**config.mk**
```make
export PLATFORM = sky130hd
export DESIGN_NAME = palette_lookup
export DESIGN_NICKNAME = d
export VERILOG_FILES = /design/src/rtl/palette_pkg.sv /design/src/rtl/palette_lookup_fifo.sv /design/src/rtl/palette_lookup.sv
export SDC_FILE = /design/constraint.sdc
export NUM_CORES = 1
export LEC_CHECK = 0
export ABC_AREA = 1
export BUFFER_PORTS_ARGS = -buffer_cell sky130_fd_sc_hd__buf_2
export CAP_MARGIN = 20
export CELL_PAD_IN_SITES_DETAIL_PLACEMENT = 2
export CELL_PAD_IN_SITES_GLOBAL_PLACEMENT = 2
export CORE_AREA = 2 2 125 127
export DETAILED_ROUTE_END_ITERATION = 6
export DIE_AREA = 0 0 127 129
export PLACE_DENSITY_LB_ADDON = 0.1
export SLEW_MARGIN = 20
export SYNTH_ARGS = -nofsm -noshare
export SYNTH_HDL_FRONTEND = slang
export SYNTH_SLANG_ARGS = --single-unit
export TNS_END_PERCENT = 100
```
**constraint.sdc**
```tcl
create_clock -name clk -period 7.5 [get_ports clk]
set_input_delay 0.375 -clock clk [delete_from_list [all_inputs] [get_ports clk]]
set_output_delay 0.375 -clock clk [all_outputs]
set_load 0.05 [all_outputs]
```
**src/rtl/palette_pkg.sv**
```systemverilog
// Shared palette definitions used by the palette lookup reader and the palette RAM wrapper.
`timescale 1ns/1ps
package palette_pkg;
    localparam int BITS_PER_BYTE        = 8;
    localparam int PALETTE_ADDR_WIDTH   = 10;
    localparam int DEFAULT_NUM_CHANNELS = 3;

    function automatic int rgb_width(input int num_channels);
        return num_channels * BITS_PER_BYTE;
    endfunction

    typedef logic [DEFAULT_NUM_CHANNELS*BITS_PER_BYTE-1:0] rgb_word_t;
endpackage

```
**src/rtl/palette_lookup_fifo.sv**
```systemverilog
// Synchronous FIFO with a registered head word, occupancy count and synchronous active-low clear.
`timescale 1ns/1ps
module palette_lookup_fifo #(
    parameter int WIDTH = 24,
    parameter int DEPTH = 4,
    localparam int PTR_W = (DEPTH > 1) ? $clog2(DEPTH) : 1,
    localparam int CNT_W = $clog2(DEPTH + 1)
) (
    input  logic             clk,
    input  logic             reset_n,
    input  logic             push,
    input  logic [WIDTH-1:0] push_data,
    input  logic             pop,
    output logic [WIDTH-1:0] head,
    output logic [CNT_W-1:0] count
);
    logic [WIDTH-1:0] mem [DEPTH];
    logic [PTR_W-1:0] rd_ptr;
    logic [PTR_W-1:0] wr_ptr;
    logic [PTR_W-1:0] rd_ptr_inc;
    logic [PTR_W-1:0] wr_ptr_inc;
    logic             do_pop;
    logic             do_push;

    // Explicit wrap keeps the pointers correct for non-power-of-2 depths.
    assign rd_ptr_inc = (rd_ptr == PTR_W'(DEPTH - 1)) ? '0 : rd_ptr + PTR_W'(1);
    assign wr_ptr_inc = (wr_ptr == PTR_W'(DEPTH - 1)) ? '0 : wr_ptr + PTR_W'(1);
    assign do_pop     = pop && (count != '0);
    assign do_push    = push && ((count != CNT_W'(DEPTH)) || do_pop);

    always_ff @(posedge clk) begin
        if (do_push) begin
            mem[wr_ptr] <= push_data;
        end
    end

    always_ff @(posedge clk) begin
        if (!reset_n) begin
            rd_ptr <= '0;
            wr_ptr <= '0;
            count  <= '0;
            head   <= '0;
        end else begin
            if (do_push) begin
                wr_ptr <= wr_ptr_inc;
            end
            if (do_pop) begin
                rd_ptr <= rd_ptr_inc;
            end
            case ({do_push, do_pop})
                2'b10:   count <= count + CNT_W'(1);
                2'b01:   count <= count - CNT_W'(1);
                default: count <= count;
            endcase
            // The next head is either already in storage or is the word arriving now.
            if (do_pop && (count > CNT_W'(1))) begin
                head <= mem[rd_ptr_inc];
            end else if (do_push && ((count == '0) || (do_pop && (count == CNT_W'(1))))) begin
                head <= push_data;
            end
        end
    end
endmodule

```
**src/rtl/palette_lookup.sv**
```systemverilog
// Palette port B reader: index stream in, packed RGB stream out, credit-based FIFO back-pressure.
// Optional transparency flag output enabled by defining PALETTE_LOOKUP_TRANSPARENCY_EN.
`timescale 1ns/1ps
module palette_lookup
    import palette_pkg::*;
#(
    parameter int NUM_CHANNELS = DEFAULT_NUM_CHANNELS,
    parameter int FIFO_DEPTH   = 4
`ifdef PALETTE_LOOKUP_TRANSPARENCY_EN
    ,
    parameter logic [PALETTE_ADDR_WIDTH-1:0] TRANSPARENT_INDEX = '0
`endif
) (
    input  logic                                  clk,
    input  logic                                  reset_n,
    input  logic                                  pix_valid,
    output logic                                  pix_ready,
    input  logic [PALETTE_ADDR_WIDTH-1:0]         pix_index,
    output logic                                  pal_rd,
    output logic [PALETTE_ADDR_WIDTH-1:0]         pal_addr,
    input  logic [NUM_CHANNELS*BITS_PER_BYTE-1:0] pal_data,
    output logic                                  rgb_valid,
    input  logic                                  rgb_ready,
    output logic [NUM_CHANNELS*BITS_PER_BYTE-1:0] rgb_data
`ifdef PALETTE_LOOKUP_TRANSPARENCY_EN
    ,
    output logic                                  rgb_transparent
`endif
);
    localparam int DATA_W = rgb_width(NUM_CHANNELS);
    localparam int CNT_W  = $clog2(FIFO_DEPTH + 1);
`ifdef PALETTE_LOOKUP_TRANSPARENCY_EN
    localparam int FIFO_W = DATA_W + 1;
`else
    localparam int FIFO_W = DATA_W;
`endif

    logic              inflight;
    logic [CNT_W-1:0]  fifo_count;
    logic [CNT_W:0]    credits;
    logic              accept;
    logic              pop;
    logic [FIFO_W-1:0] fifo_in;
    logic [FIFO_W-1:0] fifo_head;

    // Credits cover queued words plus the read whose data is still coming back from the RAM.
    assign credits   = {1'b0, fifo_count} + (CNT_W + 1)'(inflight);
    assign pix_ready = reset_n && (credits < (CNT_W + 1)'(FIFO_DEPTH));
    assign accept    = pix_valid && pix_ready;
    assign pal_rd    = accept;
    assign pal_addr  = pix_index;
    assign rgb_valid = reset_n && (fifo_count != '0);
    assign pop       = rgb_valid && rgb_ready;
    assign rgb_data  = fifo_head[DATA_W-1:0];

`ifdef PALETTE_LOOKUP_TRANSPARENCY_EN
    logic transparent_q;

    always_ff @(posedge clk) begin
        if (!reset_n) begin
            inflight      <= 1'b0;
            transparent_q <= 1'b0;
        end else begin
            inflight      <= accept;
            transparent_q <= (pix_index == TRANSPARENT_INDEX);
        end
    end

    assign fifo_in         = {transparent_q, pal_data};
    assign rgb_transparent = fifo_head[DATA_W];
`else
    always_ff @(posedge clk) begin
        if (!reset_n) begin
            inflight <= 1'b0;
        end else begin
            inflight <= accept;
        end
    end

    assign fifo_in = pal_data;
`endif

    palette_lookup_fifo #(
        .WIDTH (FIFO_W),
        .DEPTH (FIFO_DEPTH)
    ) u_fifo (
        .clk       (clk),
        .reset_n   (reset_n),
        .push      (inflight),
        .push_data (fifo_in),
        .pop       (pop),
        .head      (fifo_head),
        .count     (fifo_count)
    );
endmodule

```
==> metrics.md, run 1 <==
| Metric | Value |
|---|---|
| Synth top cells by count | `nor2_1 (151), nand2_1 (131), edfxtp_1 (96), o21ai_0 (54), inv_1 (48)` |
| # hold bufs at CTS | `0` |
| Worst-margin pin slew | `about 1100 ps` |
| CP arrival | `3720 ps` |
| Worst Clk Skew | `12.6 ps` |
| Syn_area_per_cell | `9.38 µm²` |
| Area Growth Syn to Fin | `14.5%` |
| DP HPWL | `9580 µm` |
| Bufs on Longest Clock Path | `2` |
| Ports | `75` |
| CP max FO | `25` |
| ANT nets after route | `0` |
| Top-area cell type share of the netlist area | `0.500` |
| Clock root buffer master | `clkbuf_16` |
| Final-report max-slew violation count | `0` |
| Per-cell routed wire length | `between 15 and 20 µm` |
| First-pass GRT wire length | `26200 µm` |
| DRC | `0` |
| Post-Syn Nets | `662` |
| Slew HR | `0.280` |
| Switching Share | `0.278` |
| WL final | `approximately 16000 µm` |
| Pwr/cell area | `roughly 280 nW/µm²` |
| Overall power | `between 0.0015 and 0.002 W` |
| Ant. Diodes | `0` |
| Total Die Area | `about 16000 µm²` |
| Multi-input gate area | `roughly 1800 µm²` |
| Clock latency on the worst-skew pair | `430 ps` |
| Initial antenna violation count | `0` |
| Flop pwr share | `0.436` |
| Internal | `0.00134 W` |
| Most common cell in the netlist | `nor2_1` |
| Max Cap Viol | `0` |
| Vias in the first global route | `a little under 5000` |
| H-tree depth | `4` |
| Initial Util | `0.385` |
| GP Congestion | `approximately 0.73` |
| Combinational Power Share | `0.152` |
| Design area | `between 6000 and 7000 µm²` |
| # fillers | `about 1600` |
| Num Clock Sinks | `~130` |
| Post-synthesis register bit count | `~130` |
| Clock share of power | `0.412` |
| Period utilisation layout | `0.449` |
| Synth area leaders | `edfxtp_1 (50%), dfxtp_1 (11%), nor2_1 (9.8%), nand2_1 (8.5%), o21ai_0 (4.7%)` |
| Area leader, netlist | `edfxtp_1` |
| Initial DRC count | `191` |
| Via count | `roughly 4400` |
| Gr usage total | `0.214` |
| PnR worst setup slack | `between 4000 and 5000 ps` |
| Post-Syn Instances | `just over 600` |
| Worst setup EP type | `flop` |
| Layout Nets | `approximately 700` |
| First-pass iteration count of the detailed router | `5` |
| Final design utilization | `0.441` |
| Fmax | `~300 MHz` |
| HP Class | `primary input to flop` |
| Site Rows | `45` |
| Post-synth EDFFs | `96` |
| Post-CTS Setup Bufs | `0` |
| Sequential share of the synthesized area | `0.611` |
| Lkg Pwr | `2.88 nW` |
| Total gr overflow | `0` |
| TNS Setup | `0 ps` |
| P_sw | `between 0.0005 and 0.0006 W` |
| Worst-path clk slew | `60 ps` |
| CTS Buf Count | `17` |
| Place WS | `~4100 ps` |
| Netlist cell types | `27` |
| Worst setup SP type | `flop` |
| Share of cells above drive strength 1 | `0.156` |
| CP Data Required Time | `7850 ps` |
| Setup Viol. Count Final | `0` |
| Syn. warnings | `0` |
| Status | `completed` |
| Setup CP Type | `flop to flop` |
| Synthesized cell area | `about 5800 µm²` |
| DP Area | `6070 µm²` |
| Worst vdd ir | `~0.00015 V` |
| Largest net degree at the start of global routing | `50` |
| FFs w/ async S/R, synth | `0` |
| Quantity of gates resized following cts | `0` |
| Core Region | `15000 µm²` |
| RSZ-0062 raised after global routing | `no` |
| Chip height | `approximately 130 µm` |
| Final hold vios | `0` |
| Port Buf Inserts | `between 50 and 60` |
| Top FF cell, synth | `edfxtp_1` |
| FF+latch area | `3520 µm²` |
| CTS tree | `built` |
| Crit path time final | `about 3400 ps` |
| Vias per cell | `5.11` |
| Die W | `between 100 and 150 µm` |
==> layout by cell type (no fill, tap or decap), drive strengths merged, types with 2 or more instances in the layout <==
master  count
nor2      153
nand2     135
a21oi       5
edfxtp     96
nand3      31
buf        59
clkinv      2
clkbuf     30
o21ai      54
dfxtp      32
ha          9
xnor2       2
inv        51
==> stage by stage <==
stage	std cells	hold slack, ps
5_1_grt	853	185
3_3_place_gp	821	469
2_1_floorplan	615	457
6_report	853	193
3_5_place_dp	821	526
4_1_cts	853	183
==> final cells by class <==
cell class / instances / share of cell area
clock buffers: 30 / 0.0748
multi-input cells: 394 / 0.275
well taps: 188 / 0.0356
clock inverters: 2 / 0.00531
flip-flops and latches: 128 / 0.534
repair buffers: 59 / 0.0466
inverters: 52 / 0.0296
==> state kept, by name, indices dropped and copies added (netlist names) <==
signal         count
u_fifo.mem        96
u_fifo.count       3
u_fifo.wr_ptr      2
inflight           1
u_fifo.head       24
u_fifo.rd_ptr      2
==> power groups by stage <==
stage / logic [W] / registers, W / clock network [W]
after floorplan: 0.000161 / 0.000879 / 0
after CTS: 0.000289 / 0.000811 / 0.000782
after global routing: 0.000314 / 0.000814 / 0.000815
after detailed placement: 0.000284 / 0.000825 / 0
after global placement: 0.000269 / 0.000822 / 0
final: 0.000282 / 0.000811 / 0.000766
==> final timing paths <==
kind	cells after the start	start	to	slack, ps
max reg2reg	9	u_fifo.rd_ptr[1]$_SDFFE_PN0P_	u_fifo.head[7]$_SDFFE_PN0P_	4130
min	1	pal_data[23]	u_fifo.mem[1][23]$_DFFE_PP_	190
max	9	u_fifo.rd_ptr[1]$_SDFFE_PN0P_	u_fifo.head[7]$_SDFFE_PN0P_	4130
min reg2reg	1	u_fifo.count[0]$_SDFFE_PN0P_	u_fifo.count[0]$_SDFFE_PN0P_	520
==> worst max-delay path: stages, from the launching register on <==
cell and delay, ps:
dfxtp_1 330, ha_1 960, clkinv_1 1070, nor2_1 320
o21ai_0 130, nand2_1 120, nand2_1 70, nand2_1 100
nor2_1 50, nor2_1 140
==> kinds of logic after synthesis <==
family                   count (synthesis)  synth area share
AND/OR/NAND/NOR                        321             0.235
flip-flops                             128             0.611
buffers and inverters                   93            0.0768
AO/OA/AOI/OAI                           61            0.0536
adder cells (fa/ha/maj)                  9            0.0195
XOR/XNOR                                 3           0.00456
==> metal layers <==
| metal | vias to the layer above | wire, µm | GRT usage |
|---|---|---|---|
| li1 | 2042 | - | - |
| met1 | 2213 | 6810 | 0.243 |
| met2 | 73 | 8690 | 0.392 |
| met3 | 35 | 477 | 0.0449 |
| met4 | 0 | 387 | 0.0886 |
| met5 | - | 0 | 0 |
Note: power is estimated with default switching activity, not from simulation.
==> inputs of run 2 (changes only) <==
--- a/config.mk
+++ b/config.mk
@@ -10,9 +10,9 @@
 export CAP_MARGIN = 20
 export CELL_PAD_IN_SITES_DETAIL_PLACEMENT = 2
 export CELL_PAD_IN_SITES_GLOBAL_PLACEMENT = 2
-export CORE_AREA = 2 2 125 127
+export CORE_AREA = 2 2 130 132
 export DETAILED_ROUTE_END_ITERATION = 6
-export DIE_AREA = 0 0 127 129
+export DIE_AREA = 0 0 132 134
 export PLACE_DENSITY_LB_ADDON = 0.1
 export SLEW_MARGIN = 20
 export SYNTH_ARGS = -nofsm -noshare
==> constraint.sdc (replaced) <==
create_clock -name clk -period 3.53 [get_ports clk]
set_input_delay 0.1765 -clock clk [delete_from_list [all_inputs] [get_ports clk]]
set_output_delay 0.1765 -clock clk [all_outputs]
set_load 0.05 [all_outputs]
==> metrics.md, run 2 (synthesis gave the netlist of run 1 again) <==
| Metric | Value |
|---|---|
| Ports | `75` |
| Worst vdd ir | `around 0.00036 V` |
| Layout Nets | `approximately 720` |
| Clock latency on the worst-skew pair | `around 420 ps` |
| RSZ-0062 raised after global routing | `no` |
| ANT nets after route | `0` |
| Clock root buffer master | `clkbuf_16` |
| First-pass GRT wire length | `approximately 27000 µm` |
| FF-to-FF path depth | `9` |
| FF+latch area | `about 3500 µm²` |
| CP Data Required Time | `3880 ps` |
| Vias in the first global route | `5091` |
| Final cell count without fillers | `909` |
| Status | `completed` |
| Quantity of gates resized following cts | `0` |
| Share of cells above drive strength 1 | `0.171` |
| Initial antenna violation count | `0` |
| CP max FO | `24` |
| TNS Setup | `0 ps` |
| Lkg Pwr | `between 3 and 4 nW` |
| Multi-input gate area | `roughly 1800 µm²` |
| Post-CTS Setup Bufs | `0` |
| Vias per cell | `4.81` |
| Biggest register | `u_fifo.mem` |
| DRC | `0` |
| H-tree depth | `4` |
| Per-cell routed wire length | `18.1 µm` |
| CTS Buf Count | `17` |
| Worst Clk Skew | `between 6 and 7 ps` |
| Port Buf Inserts | `between 50 and 60` |
| Bufs on Longest Clock Path | `2` |
| HP Class | `primary input to flop` |
| Chip height | `134 µm` |
| Worst-path clk slew | `approximately 60 ps` |
| DP HPWL | `just under 10000 µm` |
| Crit path time final | `about 2400 ps` |
| Largest register FFs | `between 90 and 100` |
| Initial DRC count | `130` |
| Gr usage total | `0.198` |
| # fillers | `between 1500 and 2000` |
| Worst hold stages | `1` |
| Pwr/cell area | `583 nW/µm²` |
| Fmax | `around 420 MHz` |
| Site Rows | `47` |
| Largest net degree at the start of global routing | `50` |
| Setup Viol. Count Final | `0` |
| Commonest non-fill, non-tap cell in the layout | `nor2_1` |
| Final hold vios | `0` |
| Worst-margin pin slew | `968 ps` |
| R2R Path End | `u_fifo.head[15]$_SDFFE_PN0P_` |
| Via count | `between 4000 and 5000` |
| Num Clock Sinks | `about 130` |
| Setup CP Type | `flop to flop` |
| Worst R2R Setup Slack | `about 1200 ps` |
| Worst setup SP type | `flop` |
| Critical Path Sink | `u_fifo.head[15]$_SDFFE_PN0P_` |
| Placed Cells | `856` |
| Biggest regs | `u_fifo.mem x96, u_fifo.head x24, u_fifo.count x3` |
| Period utilisation layout | `0.669` |
| Critical path launch point | `u_fifo.count[0]$_SDFFE_PN0P_` |
| Commonest non-fill, non-tap cells in the layout | `nor2_1 (147), nand2_1 (131), edfxtp_1 (96)` |
| Die W | `132 µm` |
| Worst setup EP type | `flop` |
| Area Growth Syn to Fin | `20.1%` |
| Final-report max-slew violation count | `0` |
| First-pass iteration count of the detailed router | `6` |
| RR Startpoint | `u_fifo.count[0]$_SDFFE_PN0P_` |
| Core Region | `16300 µm²` |
| Initial Util | `0.354` |
| WL final | `between 15000 and 20000 µm` |
| GP Congestion | `0.678` |
| Slew HR | `0.354` |
| CP arrival | `around 2700 ps` |
| Total Die Area | `around 18000 µm²` |
| Total gr overflow | `0` |
| # hold bufs at CTS | `21` |
| CTS tree | `built` |
| Ant. Diodes | `0` |
| Max Cap Viol | `0` |
[run 2: cell count changes in the layout (fill, tap and decap cells not counted), sizes merged]
cell,before,now
buf,59,62
bufinv,1,0
clkbuf,30,24
clkinv,2,5
clkinvlp,0,4
dlygate4sd3,0,21
[run 2: per-stage QoR]
stage | area [µm²] | total power (W) | worst slack [ps] | hold slack [ps] | util
2_1_floorplan | 5770 | 0.00221 | 1010 | 275 | -
3_3_place_gp | 6140 | 0.00233 | 1280 | 353 | 0.377
3_5_place_dp | 6140 | 0.00237 | 1170 | 353 | 0.377
4_1_cts | 6930 | 0.00409 | 1130 | 7.33 | 0.425
5_1_grt | 6930 | 0.00421 | 871 | 12.6 | 0.425
6_report | 6930 | 0.00404 | 1170 | 11.1 | 0.425
[run 2: critical path, cell delays in order, from the launching register on]
cell and delay (ps):
dfxtp_1 420, inv_1 130, ha_1 270, nand2_4 120, nand3_4 150, o21ai_0 320
nand2_2 450, nand3_1 220, nand2_1 80, nor2_1 140
[run 2: worst min-delay path by stage]
stage / to / slack (ps) / start
final: u_fifo.mem[3][7]$_DFFE_PP_ / 10 / pal_data[7]
after global routing: u_fifo.mem[1][7]$_DFFE_PP_ / 10 / pal_data[7]
after CTS: u_fifo.mem[1][7]$_DFFE_PP_ / 7 / pal_data[7]
after detailed placement: pal_addr[2] / 350 / pix_index[2]
after global placement: pal_addr[2] / 350 / pix_index[2]
after floorplan: u_fifo.mem[0][0]$_DFFE_PP_ / 280 / pal_data[0]
[run 2: metal layers]
layer,GRT usage,up-vias,part of all wire
met3,0.0385,21,0.026
li1,-,2088,-
met1,0.229,2198,0.43
met2,0.365,65,0.53
met5,0,-,0
met4,0.0682,0,0.015
[run 2: final cells by class]
| class | count | area share |
|---|---|---|
| clock buffer | 24 | 0.0769 |
| clock inverter | 8 | 0.00722 |
| inverter | 52 | 0.0282 |
| multi-input combinational | 394 | 0.262 |
| sequential | 128 | 0.508 |
| tap | 220 | 0.0397 |
| timing repair buffer | 83 | 0.0780 |
[run 2: where the power goes]
group	internal [W]	total, W	switching [W]
clock	0.00105	0.00169	0.000647
sequential	0.00169	0.00173	0.0000385
combinational	0.000170	0.000619	0.000449
